[src/rtl/digit_serial_addsub.sv]
// Digit-serial add/subtract for two's complement and signed-magnitude operands.
// Each ADD cycle pushes one DIGIT_WIDTH slice through a ripple adder and keeps the carry in a register.
module digit_serial_addsub #(
    parameter int ADDER_WIDTH = 32,
    parameter int DIGIT_WIDTH = 8
) (
    input  logic                   clk,
    input  logic                   rst,
    input  logic                   in_valid,
    output logic                   in_ready,
    input  logic [ADDER_WIDTH-1:0] a_in,
    input  logic [ADDER_WIDTH-1:0] b_in,
    input  logic                   sm2c_sel,
    input  logic                   addsub_sel,
    output logic                   out_valid,
    input  logic                   out_ready,
    output logic [ADDER_WIDTH-1:0] sum_out,
    output logic                   overflow_out,
    output logic                   carry_out
);
    localparam int W          = ADDER_WIDTH;
    localparam int D          = DIGIT_WIDTH;
    localparam int NUM_DIGITS = W / D;
    localparam int CNT_W      = (NUM_DIGITS > 1) ? $clog2(NUM_DIGITS) : 1;

    if (ADDER_WIDTH % DIGIT_WIDTH != 0) begin : g_bad_width
        $error("ADDER_WIDTH must be a multiple of DIGIT_WIDTH");
    end

    // Handshake: a transfer happens on a rising edge where valid and ready are both high;
    // in_ready is high only in IDLE, out_valid only in DONE.
    typedef enum logic [1:0] {IDLE, ADD, FIX, DONE} state_t;

    state_t           state;
    logic [W-1:0]     op_a, op_b, result;
    logic             ext_a, ext_b, mode_sm, carry;
    logic [CNT_W-1:0] cnt;

    logic [D-1:0] dig_a, dig_b, dig_s;
    logic         dig_c, msb_cin, last_digit;
    logic [W-1:0] next_result;

    always_comb begin
        dig_a           = op_a[int'(cnt)*D +: D];
        dig_b           = op_b[int'(cnt)*D +: D];
        {dig_c, dig_s}  = {1'b0, dig_a} + {1'b0, dig_b} + {{D{1'b0}}, carry};
        msb_cin         = dig_s[D-1] ^ dig_a[D-1] ^ dig_b[D-1];
        next_result     = result;
        next_result[int'(cnt)*D +: D] = dig_s;
        last_digit      = (cnt == CNT_W'(NUM_DIGITS - 1));
    end

    // Signed-magnitude operands become W+1-bit two's complement; a zero magnitude is +0.
    logic [W-2:0] a_mag, b_mag;
    logic         a_neg, b_neg;
    logic [W:0]   a_ext, b_ext;

    always_comb begin
        a_mag = a_in[W-2:0];
        b_mag = b_in[W-2:0];
        a_neg = a_in[W-1] & (|a_mag);
        b_neg = (b_in[W-1] ^ addsub_sel) & (|b_mag);
        a_ext = a_neg ? -{2'b00, a_mag} : {2'b00, a_mag};
        b_ext = b_neg ? -{2'b00, b_mag} : {2'b00, b_mag};
    end

    // The W+1-bit SM sum has magnitude below 2^W, so its low W bits negate exactly.
    logic         bit_w;
    logic [W-1:0] mag;

    always_comb begin
        bit_w = ext_a ^ ext_b ^ carry;
        mag   = bit_w ? (~result + W'(1)) : result;
    end

    always_ff @(posedge clk) begin
        if (rst) begin
            state        <= IDLE;
            in_ready     <= 1'b1;
            out_valid    <= 1'b0;
            sum_out      <= '0;
            overflow_out <= 1'b0;
            carry_out    <= 1'b0;
            carry        <= 1'b0;
            cnt          <= '0;
            op_a         <= '0;
            op_b         <= '0;
            result       <= '0;
            ext_a        <= 1'b0;
            ext_b        <= 1'b0;
            mode_sm      <= 1'b0;
        end else begin
            case (state)
                IDLE: begin
                    if (in_valid && in_ready) begin
                        mode_sm  <= sm2c_sel;
                        cnt      <= '0;
                        in_ready <= 1'b0;
                        state    <= ADD;
                        if (sm2c_sel) begin
                            op_a  <= a_ext[W-1:0];
                            ext_a <= a_ext[W];
                            op_b  <= b_ext[W-1:0];
                            ext_b <= b_ext[W];
                            carry <= 1'b0;
                        end else begin
                            op_a  <= a_in;
                            ext_a <= 1'b0;
                            op_b  <= addsub_sel ? ~b_in : b_in;
                            ext_b <= 1'b0;
                            carry <= addsub_sel;
                        end
                    end
                end
                ADD: begin
                    result <= next_result;
                    carry  <= dig_c;
                    cnt    <= cnt + CNT_W'(1);
                    if (last_digit) begin
                        if (mode_sm) begin
                            state <= FIX;
                        end else begin
                            sum_out      <= next_result;
                            carry_out    <= dig_c;
                            overflow_out <= dig_c ^ msb_cin;
                            out_valid    <= 1'b1;
                            state        <= DONE;
                        end
                    end
                end
                FIX: begin
                    sum_out      <= {bit_w & (|mag), mag[W-2:0]};
                    overflow_out <= mag[W-1];
                    carry_out    <= mag[W-1];
                    out_valid    <= 1'b1;
                    state        <= DONE;
                end
                DONE: begin
                    if (out_ready) begin
                        out_valid <= 1'b0;
                        in_ready  <= 1'b1;
                        state     <= IDLE;
                    end
                end
                default: state <= IDLE;
            endcase
        end
    end
endmodule

[config.mk]
export PLATFORM = sky130hd
export DESIGN_NAME = digit_serial_addsub
export DESIGN_NICKNAME = d
export VERILOG_FILES = /design/src/rtl/digit_serial_addsub.sv
export SDC_FILE = /design/constraint.sdc
export NUM_CORES = 1
export LEC_CHECK = 0
export CORE_UTILIZATION = 54
export CTS_CLUSTER_DIAMETER = 120
export DETAILED_ROUTE_END_ITERATION = 10
export MAX_ROUTING_LAYER = met4
export PLACE_DENSITY = 0.85
export SLEW_MARGIN = 20
export SYNTH_ARGS = -nofsm -noshare
export SYNTH_HDL_FRONTEND = slang
export SYNTH_SLANG_ARGS = --single-unit
[constraint.sdc]
create_clock -name clk -period 10.45 [get_ports clk]
set_clock_uncertainty 0.1 [all_clocks]
set_input_delay 2.09 -clock clk [delete_from_list [all_inputs] [get_ports clk]]
set_output_delay 2.09 -clock clk [all_outputs]
set_load 0.005 [all_outputs]
==> results by group <==
Run status
  • Status: finished, final reports clean

Floorplan
  • Starting density of the core: ~56%
  • Core area: about 0.016 mm^2
  • Die ar.: 0.0172 mm^2
  • Ports: 106
  • Die width: around 130 um
  • Die Span Y: about 130 um
  • FP Rows: 46

Timing
  • Period utilization: 51.4%
  • Final setup vio count: 0
  • Unrepaired setup endpoints after global routing: no
  • Max Fclk: roughly 190 MHz
  • Headroom to the max-slew limit: between 20% and 30%
  • Final Max Tran Viols: 0
  • Final min period: roughly 5.4 ns
  • Setup tns final: 0 ns
  • Final hold vios: 0
  • Worst Max-Slew Pin Slew: 1.14 ns

Yosys
  • Leading area contributor after synthesis: dfxtp_1
  • Async set-reset flop share out of synthesis: 0%
  • Synth top area share: a little under a third
  • Syn Nets: approximately 1.2k
  • Top_reg_cell synth: dfxtp_1
  • Post-synthesis register bit count: 140
  • Netlist Area Pre-Place: approximately 0.0090 mm^2
  • Syn Inst Count: ~1.1k
  • Synthesis warning total: 0
  • Post-synth EDFFs: 0
  • Synth cell types: between 80 and 90
  • Seq/Total Area, Yosys: between 30% and 40%
  • Syn avg cell area: roughly 8 um^2
  • Synth area leaders: dfxtp_1, nor2_1, xor2_1, a211oi_1, mux4_2

Layout
  • Multi-input logic area: around 0.0058 mm^2
  • Seq. cell area: roughly 0.0028 mm^2
  • Design area: between 0.01 and 0.015 mm^2
  • Final nets: between 1k and 1.5k
  • Most frequent cells in the layout: nor2_1, dfxtp_1, clkdlybuf4s50_1
  • Final Util: around two thirds
  • Syn-to-layout area delta: 18.9%
  • Share of layout cells above drive strength 1: under 10%
  • Fill cells: between 1k and 1.5k
  • Commonest non-fill, non-tap cell in the layout: nor2_1
  • Ant diodes: 0

Global routing
  • M1 GR Usage: 35.0%
  • Largest net degree at the start of global routing: 84
  • Most Crowded Layer GR: met2
  • Gr usage total: between 30% and 40%
  • First-pass GRT wire length: ~41 mm
  • Global routing usage on met2: around half
  • Total gr overflow: 0
  • Initial antenna violation count: 0
  • Grt met3 use: under 10%
  • Vias in the first global route: ~8.3k

CTS
  • Cts hold-fix bufs: 0
  • Post-CTS sizing: 0
  • Inserted Clock Buffers: 17
  • CTS tree: yes
  • CTS sink count: 140
  • Reg clk slew, reported paths: roughly 0.060 ns
  • Root buffer cell: clkbuf_16
  • H-tree depth: 4
  • Clock latency at the later pin of the worst-skew pair: 0.43 ns
  • Post-CTS Repair Setup Buffers: 0
  • Deepest clock path buffer count: 2

Power and ir drop
  • Pwr/cell area: between 200 and 250 mW/mm^2
  • Leak pwr: roughly 3.8 nW
  • Max VDD drop: between 100 and 150 uV

Run
  • Max_cap viols: 0

Place
  • Final HPWL DP: 17.7 mm
  • Area post-placement: roughly 0.010 mm^2
  • Gpl congestion: approximately 0.96
  • Port Buffers: 105

Setup path
  • Critical path type: in -> reg
  • CP Launch Type: input pin
  • CP bufs+invs: 1
  • Critical Path AT: about 5.6 ns
  • Crit-path leading delay family: simple AND/OR/NAND/NOR gates
  • CP cell instances: clkdlybuf4s50_1 -> or3_1 -> nor3b_1 -> nand4_1 -> o211ai_2 -> o21ai_0 -> xor2_1 -> a22o_1
  • Critical path's slowest cell: o211ai_2
  • Critical Path Sink Type: flop
  • Worst EP required: 10.67 ns
  • Worst stage delay on the critical path: ~0.85 ns
  • Crit-path max FO: 25

Routing
  • First drt pass iteration count: 5
  • Residual DRC: 0
  • DRT iter0 DRCs: about 870
  • Final WL: 25.4 mm
  • WL/cell: roughly 18 um
  • Post-route antenna net violation count: 0
  • Vias: ~8.9k
  • Via/cell ratio: 6.33

Min path
  • Min-Delay Path Class: reg -> reg
## where the power goes
| part | total, mW | switching, mW | internal, mW |
|---|---|---|---|
| Clock | 0.599 | 0.231 | 0.368 |
| Combinational | 1.27 | 0.751 | 0.517 |
| Sequential | 0.767 | 0.0971 | 0.670 |
## worst paths after layout
path | slack (ns) | depth (start not counted) | startpoint | end
setup / recovery | 5.08 | 8 | b_in[2] | op_b[2]
hold / removal | 0.35 | 2 | carry_out | carry_out
hold reg to reg | 0.35 | 2 | carry_out | carry_out
setup reg to reg | 6.21 | 11 | cnt[0] | sum_out[29]
## metal layers
| layer | share of wire (%) | up-vias | routed length (um) |
|---|---|---|---|
| li1 | - | 4268 | - |
| met1 | 40 | 4155 | 10300 |
| met2 | 48 | 395 | 12200 |
| met3 | 6.7 | 98 | 1690 |
| met4 | 4.8 | 0 | 1220 |
| met5 | 0 | - | 0 |
## registers in the layout (all words and copies together), names as in the netlist
register,count
carry_out,1
result,32
op_a,32
op_b,32
sum_out,32
state,2
ext_a,1
mode_sm,1
carry,1
in_ready,1
overflow_out,1
out_valid,1
ext_b,1
cnt,2
## synth_stat cells (all sizes together), types with 10 or more instances
cell,count
a21oi,68
a221oi,12
a22o,11
or3,19
inv,30
dfxtp,140
o211ai,12
o21ai,70
ha,22
a21o,10
buf,14
or4,10
nor2b,11
a22oi,32
mux4,16
o31ai,17
nor2,154
xnor2,20
nor4,15
nand2,89
nor3,42
clkbuf,66
a211oi,56
nand3,15
xor2,51
## logic make-up after synthesis
group | synth area share (%)
fa+ha+maj | 3.50
xor+xnor | 7.41
buf+inv | 4.73
compound gates | 26.3
mux | 5.39
simple gates | 21.6
flops | 31.1
## cell type report
cell class,instances,share of cell area [%]
well taps,216,2.52
flip-flops and latches,140,26.2
inverters,30,1.05
clock buffers,21,4.39
clock inverters,10,1.09
multi-input cells,875,54.2
repair buffers,116,10.6
## tightest hold or removal path, cell delays in order (launching register included)
cell and delay (ns):
dfxtp_1 0.31, nand2_1 0.05, a21oi_1 0.05
## metrics by stage
stage                     total power [mW]  std cells  setup slack [ns]  hold slack [ns]
final                                 2.63       1408              5.08            0.350
after global routing                  2.79       1408              4.89            0.358
after CTS                             2.62       1408              5.20            0.351
after detailed placement              2.02       1377              4.79            0.345
after global placement                1.99       1377              4.85            0.336
after floorplan                       1.58       1125              5.97            0.321
No activity file was read; power rests on OpenSTA's default activity.
